===== config.mk =====
export PLATFORM = sky130hd
export DESIGN_NAME = reset_sequencer
export DESIGN_NICKNAME = d
export VERILOG_FILES = /design/src/rtl/reset_sequencer.sv
export SDC_FILE = /design/constraint.sdc
export NUM_CORES = 1
export LEC_CHECK = 0
export BUFFER_PORTS_ARGS = -buffer_cell sky130_fd_sc_hd__buf_2
export CAP_MARGIN = 20
export CORE_MARGIN = 3
export CORE_UTILIZATION = 50
export DETAILED_ROUTE_END_ITERATION = 7
export GPL_TIMING_DRIVEN = 0
export PLACE_DENSITY_LB_ADDON = 0.05
export SLEW_MARGIN = 20
export SYNTH_ARGS = -nofsm -noshare
export SYNTH_HDL_FRONTEND = slang
export SYNTH_SLANG_ARGS = --single-unit
export TNS_END_PERCENT = 30

===== constraint.sdc =====
create_clock -name clk -period 1.9 [get_ports clk]
set_input_delay 0.19 -clock clk [delete_from_list [all_inputs] [get_ports clk]]
set_output_delay 0.19 -clock clk [all_outputs]
set_load 0.02 [all_outputs]

===== src/rtl/reset_sequencer.sv =====
// Board reset sequencer: holds the SoC in reset for a programmable number of
// ce ticks, waits for software to confirm boot, counts consecutive failed
// boots and latches a sticky recovery-boot request once too many pile up.
//
// CSR bus: csr_we is a single-cycle write strobe qualified by csr_a; there is
// no back-pressure, every write is accepted on the clk edge where csr_we=1.
// csr_do is a purely combinational read of the register selected by csr_a.
module reset_sequencer #(
  parameter logic [4:0] BASE_ADDR     = 5'h0,
  parameter logic [7:0] DFL_HOLD      = 8'h0f,
  parameter logic [3:0] MAX_RETRY     = 4'd3,
  parameter logic [7:0] BOOT_OK_VALUE = 8'ha5
) (
  input  logic       clk,
  input  logic       rst,
  input  logic       ce,
  input  logic [4:0] csr_a,
  input  logic [7:0] csr_di,
  input  logic       csr_we,
  output logic [7:0] csr_do,
  input  logic       wdt_bite,
  output logic       soc_reset,
  output logic       boot_recovery,
  output logic       irq
);

  typedef enum logic [1:0] {
    ST_HOLD = 2'b00,
    ST_BOOT = 2'b01,
    ST_RUN  = 2'b10,
    ST_BAD  = 2'b11
  } state_e;

  state_e     state_q, state_d;
  logic [7:0] hold_cnt_q, hold_cnt_d;
  logic [7:0] hold_q, hold_d;
  logic [3:0] retry_q, retry_d;
  logic       boot_rec_q, boot_rec_d;
  logic [7:0] cause_q, cause_d;
  logic       bite_q;
  logic       irq_q, irq_d;

  // Address decode relative to the block base (5-bit wraparound)
  logic [4:0] off;
  logic       wr_ctrl, wr_hold, wr_bootok, wr_cause;
  logic       sw_req, clr_req, boot_ok, bite_ev;

  // Decoded write strobes and the watchdog rising-edge event
  always_comb begin
    off       = csr_a - BASE_ADDR;
    wr_ctrl   = csr_we && (off == 5'd0);
    wr_hold   = csr_we && (off == 5'd1);
    wr_bootok = csr_we && (off == 5'd2);
    wr_cause  = csr_we && (off == 5'd3);
    sw_req    = wr_ctrl && csr_di[7];
    clr_req   = wr_ctrl && csr_di[6];
    boot_ok   = wr_bootok && (csr_di == BOOT_OK_VALUE);
    bite_ev   = wdt_bite && !bite_q;
  end

  // FSM events consumed by the datapath
  logic       enter_hold;
  logic       retry_inc;
  logic       retry_zero;
  logic       cause_set;
  logic [7:0] cause_new;

  // State register; reset lands in HOLD so the SoC is held immediately
  always_ff @(posedge clk or posedge rst) begin
    if (rst) state_q <= ST_HOLD;
    else     state_q <= state_d;
  end

  // Next-state logic; watchdog bites outrank software strobes and BOOT_OK
  always_comb begin
    state_d    = state_q;
    enter_hold = 1'b0;
    retry_inc  = 1'b0;
    retry_zero = 1'b0;
    cause_set  = 1'b0;
    cause_new  = 8'h00;
    unique case (state_q)
      ST_HOLD: begin
        if (ce && (hold_cnt_q == 8'd0)) state_d = ST_BOOT;
      end
      ST_BOOT: begin
        if (bite_ev) begin
          enter_hold = 1'b1;
          retry_inc  = 1'b1;
          cause_set  = 1'b1;
          cause_new  = 8'h02;
        end else if (sw_req) begin
          enter_hold = 1'b1;
          retry_inc  = 1'b1;
          cause_set  = 1'b1;
          cause_new  = 8'h04;
        end else if (boot_ok) begin
          retry_zero = 1'b1;
          state_d    = ST_RUN;
        end
      end
      ST_RUN: begin
        if (bite_ev) begin
          enter_hold = 1'b1;
          retry_inc  = 1'b1;
          cause_set  = 1'b1;
          cause_new  = 8'h02;
        end else if (sw_req) begin
          // A deliberate software reset from a running system is not a failed boot
          enter_hold = 1'b1;
          cause_set  = 1'b1;
          cause_new  = 8'h04;
        end
      end
      default: begin
        enter_hold = 1'b1;
      end
    endcase
    if (enter_hold) state_d = ST_HOLD;
  end

  // Output decode; soc_reset comes straight from the state register
  always_comb begin
    soc_reset = !((state_q == ST_BOOT) || (state_q == ST_RUN));
    unique case (off)
      5'd0:    csr_do = {state_q, 1'b0, boot_rec_q, retry_q};
      5'd1:    csr_do = hold_q;
      5'd3:    csr_do = cause_q;
      default: csr_do = 8'h00;
    endcase
  end

  assign boot_recovery = boot_rec_q;
  assign irq           = irq_q;

  // Datapath next values: the CTRL clear applies before any retry increment
  logic [3:0] retry_base;
  always_comb begin
    hold_cnt_d = hold_cnt_q;
    if (enter_hold) begin
      hold_cnt_d = hold_q;
    end else if ((state_q == ST_HOLD) && ce && (hold_cnt_q != 8'd0)) begin
      hold_cnt_d = hold_cnt_q - 8'd1;
    end

    hold_d = wr_hold ? csr_di : hold_q;

    retry_base = clr_req ? 4'd0 : retry_q;
    retry_d    = retry_base;
    if (retry_zero) begin
      retry_d = 4'd0;
    end else if (retry_inc && (retry_base != 4'hf)) begin
      retry_d = retry_base + 4'd1;
    end

    boot_rec_d = (boot_rec_q && !clr_req) || (retry_inc && (retry_d >= MAX_RETRY));
    irq_d      = boot_rec_d && !boot_rec_q;

    // A new reset cause recorded on HOLD entry beats a simultaneous CAUSE clear
    cause_d = cause_q;
    if (wr_cause)  cause_d = 8'h00;
    if (cause_set) cause_d = cause_new;
  end

  // Datapath registers; bite_q resets high so a level held across reset is not an event
  always_ff @(posedge clk or posedge rst) begin
    if (rst) begin
      hold_cnt_q <= DFL_HOLD;
      hold_q     <= DFL_HOLD;
      retry_q    <= 4'd0;
      boot_rec_q <= 1'b0;
      cause_q    <= 8'h01;
      bite_q     <= 1'b1;
      irq_q      <= 1'b0;
    end else begin
      hold_cnt_q <= hold_cnt_d;
      hold_q     <= hold_d;
      retry_q    <= retry_d;
      boot_rec_q <= boot_rec_d;
      cause_q    <= cause_d;
      bite_q     <= wdt_bite;
      irq_q      <= irq_d;
    end
  end

endmodule


# After elaboration in Yosys (flattened, before gate mapping)
# Cells that the tools add are included.
# word_totals
elab_cells	79
in_bits	18
regBits	33
# classes
n_reduce_logical	30
n_mux	27
n_lt_le_gt_ge	1
n_addsub	2
eq_ne	11
# op_table
cell	count
$mux 8	4
$pmux 8 s3	1
$logic_and 1x1->1	15
$mux 4	3
$ne 3x3->1 const B	4
$eq 5x2->1 const B	2
$mux 2	5
$mux 3	3
$eq 8x8->1 const B	1
$logic_not 8->1	1
$mux 1	8
$reduce_bool 8->1	1
$sub 8x1->8 const B	1
$eq 5x1->1 const B	1
$logic_not 5->1	1
$reduce_and 5->1	1
$add 4x1->4 const B	1
$ge 4x2->1 const B	1
$logic_not 1->1	4
$ne 4x4->1 const B	1
$pmux 1 s2	2
$pmux 2 s2	1
$reduce_bool 2->1	2
$reduce_bool 3->1	1
5 further kinds	6

# Depth between registers and ports, before layout
# Gate-level depths: netlist of run 1.
# logic_depth
ltp_word	13
mapped_depth	10
ltp_nobuf	8

# Worst setup path before layout of run 1
# Ideal clock, no wire load.
# synth_timing
kind	reg-to-reg
start	register state_q[0]
end	register hold_cnt_q[7]
path_buffers	1
path_slack_ns	-0.126
t_arrival_ns	1.949
path_stages_with_launch	8
path_cell_list	dfrtp_1 -> inv_1 -> ha_1 -> and4b_1 -> a211oi_1 -> buf_2 -> nor2_1 -> a21oi_1
# synth_via
elab_chain_cells	4
word_cells_on_any_way	9
cone_classes	eq/ne (2); mux (2); reduce/logical (5)
# synth_rtl
item	line	rtl
from (decl)	34	state_e state_q, state_d;
from (signal assigned)	71	else state_q <= state_d;
$eq 2x1->1, or another cell as far along	82	unique case (state_q)
$reduce_or 2->1 (no source line) / $logic_and 1x1->1 (equally long branches)	-	
$pmux 1 s2 / $logic_and 1x1->1 (equally long branches)	82, 142	
$mux 8 / $reduce_bool 2->1 (equally long branches)	-	
to (signal assigned)	176	hold_cnt_q <= hold_cnt_d;
to (decl)	35	logic [7:0] hold_cnt_q, hold_cnt_d;
# Several ways; a longest one is shown, not always the timed one.
# A chain may end at the register's enable or synchronous reset.

# Final worst setup path of run 1
# layout_timing
start	input port csr_a[1]
end	register irq_q (netlist: irq)
# layout_via
elab_chain_cells	13
word_cells_on_any_way	26
cone_classes	add/sub (1); order compare (1); eq/ne (2); mux (10); reduce/logical (12)
# layout_rtl
item	line	rtl
from (decl)	17	input logic [4:0] csr_a,
parallel branches: the longest is 11 deep, another holds $add 4x1->4	-	
$logic_or 1x1->1 *	156	boot_rec_d = (boot_rec_q && !clr_req) || (retry_inc && (retry_d >= MAX_RETRY));
$logic_and 1x1->1 *	157	irq_d = boot_rec_d && !boot_rec_q;
named net irq_d	41	logic irq_q, irq_d;
to (signal assigned)	182	irq_q <= irq_d;
to (decl)	41	
# Mark *: on every way through the listed nets, which the timed path passes.

==> impl_metrics.tcl, run 1 <==
set metrics [dict create \
    relSlewSlack 0.4115 \
    tightest_slew_ns 0.8755 \
    skew_ns 0.001513 \
    gp_congestion 0.8580 \
    die-area_um2 4418 \
    ff_latch_area_um2 713.2 \
    synth_fp_nets 212 \
    min_period_over_period 1.005 \
    p_comb_frac 0.472 \
    cp-start-kind "primary input" \
    htreeDepth 1 \
    crit_top_cell "buf_12" \
    multi_input_area_um2 1142 \
    antenna_left 0 \
    synth_top_family_by_area "simple AND/OR/NAND/NOR gates" \
    area_growth_pct 26.83 \
    synth_warnings 0 \
    ctsLongestPathBuffers 2 \
    clk_latency_ns 0.34 \
    worst-path-buf-inv 3 \
    period_minus_slack_ns 1.909 \
    worst_slack_ns -0.008604 \
    clkSinkCount 28 \
    drc_errors 0 \
    cts_root_buffer "clkbuf_4" \
    numCtsBuffers 3 \
    path_cells "buf_12, or4_4, buf_12, o21ai_4, inv_2, ha_4, and4b_1, a32o_2, a211oi_2, nor3_1" \
    diodes 0 \
    cts_tree "yes" \
    fmax_mhz 523.9 \
    synthSimpleGateAreaFrac 0.2197 \
    grt_pass1_vias 1562 \
    antenna_found_initial 0 \
    dpl-instance-area_um2 2041 \
    grt_overflow_total 0 \
    ios 29 \
    wirelength_um 4819 \
    hp-class "in -> reg" \
    synth-edff-count 0 \
    outcome "finished, violations left" \
    start_util 0.5352 \
    setup_viol 2 \
    critPathTopFamily "simple AND/OR/NAND/NOR gates" \
    ys_seq_area_frac 0.3901 \
    core_um2 3416 \
    drive_gt1_frac 0.3896 \
    drt_pre_antenna_iters 4 \
    vias 1647 \
    stdcell_area_um2 2318 \
    die_height_um 66.47 \
    worst-path-stages 10 \
    internal_power_mw 1.671 \
    synthAdderAreaFrac 0.04791 \
    finalNetCount 257 \
    crit_type "in -> reg" \
    worst_setup_path_end_kind "flip-flop" \
    dieWidth_um 66.47 \
    grt_pass1_wl_um 7507 \
    rows 21 \
    grt_start_max_net_pins 29 \
    ys.flop_type "dfrtp_1" \
    finalHoldViolCount 0 \
    clkPwrFrac 0.148 \
    dp_hpwl_um 3391 \
    powerDensity_nw_per_um2 1172 \
    synthCells 187 \
    ir_worst_vdd_uv 616.7 \
    drt_iter0_markers 84 \
    violations "setup timing" \
    wl_per_cell_um 17.40 \
    path_max_fanout 6 \
    synthArstFlopShare 1.000 \
    dp_slack_ns -0.5670 \
    seqPwrFrac 0.380 \
    cap_viol_max_count 0 \
    synth_seq_cells 28 \
    holdPathStages 2 \
    switching_share 0.3851 \
    syn-mean-instance-area_um2 9.775 \
    netlist_area_um2 1828 \
    grt_use_total 0.2223 \
    crit_slowest_cell "or4_4" \
    required_ns 2.15 \
    yosysUniqueCellTypes 50 \
    io_buffers 27 \
    cpPeakStageDelay_ns 0.55 \
    synth-compound-area-share 0.1684 \
    cp_data_arrival_time_ns 2.15 \
    cts.clk_slew.worst_paths_ns 0.16 \
    netSwitchingPower_mw 1.047 \
    p_leak_nw 0.9950 \
    vias_per_cell 5.946 \
    synthMuxAreaShare 0.1123 \
    finalMaxSlewViolations 0 \
    reg2reg_depth 6 \
    fill_cells 276 \
    rsz0062_at_grt "yes" \
    yosys.area_share.xor_xnor 0.01916 \
]
==> flip-flops by register name, summed over array words and instances, names as in the netlist <==
signal	count
cause_q	3
state_q	2
retry_q	4
hold_q	8
hold_cnt_q	8
bite_q	1
boot_recovery	1
irq	1
==> path summary, 6_finish.rpt <==
| path | slack (ns) | to | startpoint |
|---|---|---|---|
| min reg2reg | 0.50 | irq | boot_recovery |
| min in group asynchronous | 0.47 | hold_cnt_q[4] | rst |
| max | -0.009 | irq | csr_a[1] |
| max reg2reg | 0.01 | hold_cnt_q[1] | state_q[0] |
| max in group asynchronous | 1.04 | state_q[0] | rst |
| min | 0.09 | hold_q[5] | csr_di[5] |
==> worst register-to-register path: stages, from the launching register on <==
cell and delay, ns:
dfrtp_1 0.46, inv_2 0.12, ha_4 0.23, and4b_1 0.24
a211oi_4 0.31, buf_6 0.16, mux2_2 0.32
==> through the flow <==
| step | std cells | hold slack, ns | TNS, ns | utilization | power (mW) |
|---|---|---|---|---|---|
| 6_report | 277 | 0.08628 | -0.01509 | 0.6788 | 2.718 |
| 5_1_grt | 277 | 0.07382 | -0.1661 | 0.6788 | 2.901 |
| 4_1_cts | 267 | 0.07323 | -0.1687 | 0.6337 | 2.558 |
| 3_5_place_dp | 260 | 0.3206 | -6.584 | 0.5974 | 2.043 |
| 3_3_place_gp | 260 | 0.3153 | -6.588 | 0.5974 | 1.988 |
| 2_1_floorplan | 187 | 0.1945 | -1.268 | - | 1.768 |
==> cells by family after synthesis <==
family | after synthesis
flops | 28
compound gates | 42
buf+inv | 18
xor+xnor | 4
fa+ha+maj | 7
simple gates | 69
mux | 19
==> power groups by stage <==
| stage | Clock, mW | Sequential (mW) | Combinational, mW |
|---|---|---|---|
| CTS | 0.412 | 1.01 | 1.14 |
| global route | 0.435 | 1.06 | 1.41 |
| global placement | 0 | 0.993 | 0.995 |
| floorplan | 0 | 0.959 | 0.808 |
| detailed placement | 0 | 1.01 | 1.04 |
| finish | 0.403 | 1.03 | 1.28 |
==> metal layers <==
metal  routed length (um)  global-route usage  up-vias  part of all wire
met5                    0                   0        -                 0
met4                   45             0.06091        0            0.0093
li1                     -                   -      791                 -
met1                 2013              0.2752      814              0.42
met2                 2570              0.4027       37              0.53
met3                  189             0.02698        5             0.039
==> Yosys cell counts, types with 4 or more instances <==
cell type / count / area share
inv_1: 12 / 0.025
a211oi_1: 7 / 0.029
a21oi_1: 11 / 0.030
mux2i_1: 7 / 0.038
xnor2_1: 4 / 0.019
o21ai_0: 4 / 0.011
dfstp_2: 10 / 0.14
ha_1: 7 / 0.048
nand2_1: 8 / 0.016
nor2_1: 22 / 0.045
and3_1: 4 / 0.014
dfrtp_1: 18 / 0.25
mux2_2: 12 / 0.074
==> layout by cell type, fill, tap and decap left out, types with 2 or more instances in the layout <==
cell type / n
buf_2: 26
nor2_1: 21
dfrtp_1: 18
mux2_2: 12
buf_4: 11
a21oi_1: 11
dfstp_2: 10
nand2_1: 8
inv_1: 8
mux2i_1: 7
ha_1: 5
a211oi_1: 4
xnor2_1: 4
inv_2: 4
and3_1: 4
and3b_1: 3
nand3_1: 3
or3_1: 3
a31oi_1: 3
nor2_4: 3
nor3_1: 3
a22oi_1: 3
clkbuf_4: 3
buf_12: 2
nor4_2: 2
and4b_1: 2
o21ai_0: 2
nor4bb_1: 2
o31ai_1: 2
nand3b_1: 2
and2_1: 2
a211oi_2: 2
o2111ai_1: 2
ha_4: 2
dlygate4sd3_1: 2
buf_6: 2
==> layout make-up <==
type	instances	area share
Multi-Input combinational cell	141	0.4927
Sequential cell	28	0.3076
Timing Repair Buffer	40	0.1069
Buffer	6	0.02590
Tap cell	46	0.02482
Inverter	12	0.01943
Clock inverter	1	0.01295
Clock buffer	3	0.009714
==> repair_timing <==
item	in CTS	in global routing
gates resized for setup	10	16
pin swaps	2	10
setup buffers	2	9
setup endpoints to repair	13	7
endpoints found under the hold margin	1	18
cloned	0	0
hold buffers	1	1
Power figures use the tool's default switching activity.
==> inputs of run 2 (changes only) <==
--- a/config.mk
+++ b/config.mk
@@ -10,7 +10,7 @@
 export CORE_MARGIN = 3
 export CORE_UTILIZATION = 50
 export DETAILED_ROUTE_END_ITERATION = 7
-export GPL_TIMING_DRIVEN = 0
+export MAX_ROUTING_LAYER = met4
 export PLACE_DENSITY_LB_ADDON = 0.05
 export SLEW_MARGIN = 20
 export SYNTH_ARGS = -nofsm -noshare
==> run 2 against run 1 <==
Net effect: the flow now finishes without violations; worst setup slack improved by 0.10 ns; via count grew 0.73%; count of clock-buffer cells in the layout unchanged; total power shrank 0.69%; first-iteration DRC count increased by 17%; sequential cell count is the same; clock skew rose by 0.0070 ns; sequential share of layout area shrank 0.28 points; non-clock buffer count grew 12; largest cell class unchanged; largest power group unchanged.
==> impl_metrics.tcl, run 2 (synthesis gave the netlist of run 1 again) <==
set metrics [dict create \
    cap_viol_max_count 0 \
    p_total_mw 2.699 \
    finalHoldViolCount 0 \
    tns_ns 0 \
    start_util 0.5352 \
    clk_latency_ns 0.34 \
    outcome "finished, final reports clean" \
    netSwitchingPower_uw 982.4 \
    grt_overflow_total 0 \
    internal_power_mw 1.716 \
    ff_latch_area_um2 713.2 \
    clkSinkCount 28 \
    path_max_fanout 3 \
    antenna_left 0 \
    drive_gt1_frac 0.3992 \
    rsz0062_at_grt "no" \
    fill_cells 270 \
    cts.clk_slew.worst_paths_ns 0.16 \
    dpl-instance-area_um2 2235 \
    final_cell_mix "buf_2 (28), buf_4 (26), nor2_1 (22), dfrtp_1 (18), mux2_2 (12)" \
    relSlewSlack 0.6332 \
    worst_slack_ns 0.09331 \
    finalNetCount 269 \
    p_comb_frac 0.488 \
    setup_viol 0 \
    area_growth_pct 27.99 \
    wl_per_cell_um 15.84 \
    drc_errors 0 \
    dp_slack_ns -0.2978 \
    ios 29 \
    cts_tree "yes" \
    wirelength_um 4577 \
    period_minus_slack_ns 1.807 \
    cp_data_arrival_time_ns 2.06 \
    numCtsBuffers 3 \
    layout_commonest_cell "buf_2" \
    required_ns 2.15 \
    min_period_over_period 0.9509 \
    multi_input_area_um2 1076 \
    worst_setup_path_end_kind "flip-flop" \
    vias_per_cell 5.740 \
    htreeDepth 1 \
    crit_type "in -> reg" \
    finalMaxSlewViolations 0 \
    antenna_found_initial 0 \
    cts_root_buffer "clkbuf_4" \
    seqPwrFrac 0.362 \
    rows 21 \
    tightest_slew_ns 0.5452 \
    stdcell_area_um2 2340 \
    reg.largest.list "hold_cnt_q (8), hold_q (8), retry_q (4)" \
    hp-class "in -> reg" \
    skew_ns 0.008497 \
    drt_iter0_markers 98 \
    die_height_um 66.47 \
    io_buffers 28 \
    grt_pass1_wl_um 7838 \
    drt_pre_antenna_iters 4 \
    startpoint "csr_a[4]" \
    p_leak_nw 1.045 \
    ctsLongestPathBuffers 2 \
    min-delay-start "csr_di[5]" \
    diodes 0 \
    grt_pass1_vias 1684 \
    r2r-start "hold_cnt_q[0]" \
    grt_start_max_net_pins 29 \
    dieWidth_um 66.47 \
    switching_share 0.3640 \
    grt_use_total 0.2381 \
    vias 1659 \
    dp_hpwl_um 3490 \
    powerDensity_nw_per_um2 1153 \
    fin_hold_ws_ns 0.08319 \
    fmax_mhz 553.5 \
    die-area_um2 4418 \
    core_um2 3416 \
    cp-start-kind "primary input" \
    gp_congestion 0.9187 \
    clkPwrFrac 0.150 \
    ir_worst_vdd_uv 441.3 \
]
run 2: cell count changes in the layout (fill, tap and decap cells not counted), sizes merged:
cell / delta
buf: +14
clkbuf: -2
run 2: per-layer routing:
layer / wire length [um] / track usage / up-vias / part of all wire
li1: - / - / 808 / -
met3: 111 / 0.02024 / 10 / 0.024
met2: 2340 / 0.4002 / 41 / 0.51
met4: 67 / 0.07614 / 0 / 0.015
met1: 2059 / 0.3045 / 800 / 0.45
met5: 0 / - / - / 0
run 2: power by group through the flow:
stage,combinational [mW],sequential (mW),clock (mW)
6_report,1.32,0.978,0.404
3_5_place_dp,1.24,0.985,0
5_1_grt,1.46,1.00,0.440
2_1_floorplan,0.808,0.959,0
4_1_cts,1.27,0.973,0.410
3_3_place_gp,1.21,0.978,0
run 2: final cells by class:
class / count / share of cell area
inverter: 12 / 0.01925
sequential: 28 / 0.3048
timing repair buffer: 58 / 0.1690
multi-input combinational: 141 / 0.4599
clock buffer: 3 / 0.009626
tap: 46 / 0.02460
clock inverter: 1 / 0.01283
run 2: worst paths after layout:
kind | to | slack (ns) | cells past startpoint
max in group asynchronous | cause_q[0] | 1.15 | 4
max | boot_recovery | 0.09 | 9
min reg2reg | cause_q[1] | 0.50 | 1
min | hold_q[5] | 0.08 | 2
max reg2reg | hold_cnt_q[6] | 0.09 | 8
min in group asynchronous | hold_q[4] | 0.42 | 4
run 2: metrics by stage:
| step | utilization | std cells |
|---|---|---|
| after floorplan | - | 187 |
| after global placement | 0.6542 | 282 |
| after detailed placement | 0.6542 | 282 |
| after CTS | 0.6777 | 288 |
| after global routing | 0.6850 | 289 |
| final | 0.6850 | 289 |
run 2: what timing repair did:
item | CTS | global route
hold endpoints to repair | 19 | 0
pin swaps | 0 | 1
setup endpoints to repair | 4 | 13
hold buffers | 2 | 0
buffers inserted | 0 | 1
gates resized for setup | 2 | 6
run 2: worst max-delay path, stage by stage:
cell      delay, ns
buf_2          0.11
or4_4          0.57
o21ai_2        0.18
inv_1          0.06
ha_2           0.26
and4b_1        0.17
a32o_1         0.21
a211oi_2       0.23
o21ai_1        0.08
==> inputs of run 3 (changes only) <==
--- a/config.mk
+++ b/config.mk
@@ -7,8 +7,10 @@
 export LEC_CHECK = 0
 export BUFFER_PORTS_ARGS = -buffer_cell sky130_fd_sc_hd__buf_2
 export CAP_MARGIN = 20
+export CELL_PAD_IN_SITES_DETAIL_PLACEMENT = 1
+export CELL_PAD_IN_SITES_GLOBAL_PLACEMENT = 2
 export CORE_MARGIN = 3
-export CORE_UTILIZATION = 50
+export CORE_UTILIZATION = 32
 export DETAILED_ROUTE_END_ITERATION = 7
 export MAX_ROUTING_LAYER = met4
 export PLACE_DENSITY_LB_ADDON = 0.05
==> run 3 against run 2 <==
Net effect: the flow now finishes with violations (setup timing); critical path depth unchanged; global-route usage decreased by 5.2 points; sequential share of layout area decreased by 0.21 points; design area increased by 0.70%; register-to-register slack about the same; combinational power about the same; clock power increased by 22%; count of clock-buffer cells in the layout unchanged; non-clock buffer count decreased by 6; via count increased by 0.30%; largest cell class unchanged.
==> impl_metrics.tcl, run 3 (synthesis gave the netlist of run 1 again) <==
set metrics [dict create \
    outcome "finished, violations left" \
    violations "setup timing" \
    p_leak_nw 1.025 \
    regToRegEndpoint "hold_cnt_q[5]" \
    worst_setup_path_end_kind "flip-flop" \
    cp-start-kind "primary input" \
    relSlewSlack 0.6714 \
    fin_hold_ws_ns 0.01657 \
    r2r-start "hold_cnt_q[0]" \
    min-delay-start "wdt_bite" \
    rsz0062_at_grt "yes" \
    finalMaxSlewViolations 0 \
    internal_power_mw 1.741 \
    finalNonFillerCells 307 \
    netSwitchingPower_mw 1.038 \
    tightest_slew_ns 0.4883 \
    period_minus_slack_ns 1.900 \
    ctsLongestPathBuffers 2 \
    setup_viol 1 \
    cts.clk_slew.worst_paths_ns 0.11 \
    clk_latency_ns 0.28 \
    p_comb_frac 0.464 \
    startpoint "csr_a[1]" \
    htreeDepth 1 \
    cp_data_arrival_time_ns 2.08 \
    die_height_um 81.58 \
    clkPwrFrac 0.177 \
    dp_hpwl_um 4198 \
    antenna_left 0 \
    seqPwrFrac 0.358 \
    holdPathStages 1 \
    drt_iter0_markers 70 \
    start_util 0.3447 \
    grt_start_max_net_pins 29 \
    clkSinkCount 28 \
    ir_worst_vdd_uv 560.0 \
    grt_use_met1 0.2483 \
    grt_pass1_wl_um 9232 \
    crit_slowest_cell "or4_4" \
    finalNetCount 263 \
    die-area_um2 6655 \
    gp_congestion 0.8376 \
    hp-class "in -> reg" \
    rows 26 \
    final_cell_mix "buf_2 (28), nor2_1 (21), buf_4 (21), dfrtp_1 (18), mux2_2 (12)" \
    drive_gt1_frac 0.3924 \
    p_total_mw 2.780 \
    min_period_over_period 1.000 \
    drc_errors 0 \
    path_cells "buf_2, or4_4, o21ai_4, inv_1, ha_1, and4b_1, a32o_1, a211oi_2, o21ai_1" \
    area_growth_pct 28.88 \
    fmax_mhz 526.3 \
    cts_root_buffer "clkbuf_8" \
    finalHoldViolCount 0 \
    core_um2 5303 \
    wirelength_um 5447 \
    skew_ns 0.001762 \
    vias_per_cell 5.420 \
    dp.cells 301 \
    required_ns 2.08 \
    grt_pass1_vias 1819 \
    reg.largest.list "hold_cnt_q (8), hold_q (8), retry_q (4)" \
    critPathTopFamily "simple AND/OR/NAND/NOR gates" \
    cpPeakStageDelay_ns 0.58 \
    ios 29 \
    rrSetupSlack_ns 0.09 \
    grt_use_total 0.1857 \
    layout_commonest_cell "buf_2" \
    switching_share 0.3735 \
    drt_pre_antenna_iters 4 \
    vias 1664 \
    cts_tree "yes" \
    powerDensity_nw_per_um2 1180 \
    diodes 0 \
    min_delay_worst_endpoint "bite_q" \
    numCtsBuffers 3 \
    grt_use_met2 0.3078 \
    reg2reg_depth 6 \
    worst_slack_ns -0.0001921 \
    grt_overflow_total 0 \
    grt.busiest_layer "met2" \
    crit_type "in -> reg" \
    io_buffers 28 \
    dieWidth_um 81.58 \
    path_max_fanout 3 \
    antenna_found_initial 0 \
    met3_usage 0.01974 \
    worst-path-buf-inv 2 \
    cap_viol_max_count 0 \
    wl_per_cell_um 17.74 \
]
## run 3: layer usage
metal,wire length [um],vias to the layer above
li1,-,795
met1,2663,841
met5,0,-
met2,2604,24
met4,38,0
met3,141,4
## run 3: area by class of cell
class	instances	area, um2
Clock buffer	3	41.29
Clock inverter	1	30.03
Fill cell	614	2947
Inverter	12	45.04
Multi-Input combinational cell	141	1091
Sequential cell	28	713.2
Tap cell	70	87.58
Timing Repair Buffer	52	347.8
## run 3: how the worst max path moves through the flow
stage | end | cells past startpoint | slack [ns]
floorplan | boot_recovery | 10 | -0.25
global placement | boot_recovery | 9 | -0.30
detailed placement | boot_recovery | 9 | -0.39
CTS | boot_recovery | 9 | -0.0002
global route | boot_recovery | 7 | -0.1
finish | boot_recovery | 9 | -0.0002
## run 3: power groups by stage
| stage | sequential [mW] | clock, mW | combinational [mW] |
|---|---|---|---|
| 2_1_floorplan | 0.959 | 0 | 0.808 |
| 3_3_place_gp | 0.991 | 0 | 1.19 |
| 3_5_place_dp | 1.00 | 0 | 1.25 |
| 4_1_cts | 0.992 | 0.506 | 1.29 |
| 5_1_grt | 1.03 | 0.528 | 1.44 |
| 6_report | 0.996 | 0.493 | 1.29 |
## run 3: timing repair
| action | in CTS | in global routing |
|---|---|---|
| endpoints found under the hold margin | 18 | 0 |
| setup buffers | 1 | 0 |
| pin swaps | 3 | 1 |
| endpoints found under the setup margin | 7 | 11 |
| resized for setup | 4 | 5 |
| hold buffers | 1 | 0 |
## run 3: metrics by stage
| stage | utilization | area [um2] | setup TNS, ns | worst slack, ns |
|---|---|---|---|---|
| after floorplan | - | 1848 | -1.268 | -0.2460 |
| after global placement | 0.4200 | 2227 | -0.8105 | -0.2969 |
| after detailed placement | 0.4200 | 2227 | -1.281 | -0.3910 |
| after CTS | 0.4415 | 2341 | -0.0002456 | -0.0002456 |
| after global routing | 0.4443 | 2356 | -0.1851 | -0.09886 |
| final | 0.4443 | 2356 | -0.0001921 | -0.0001921 |
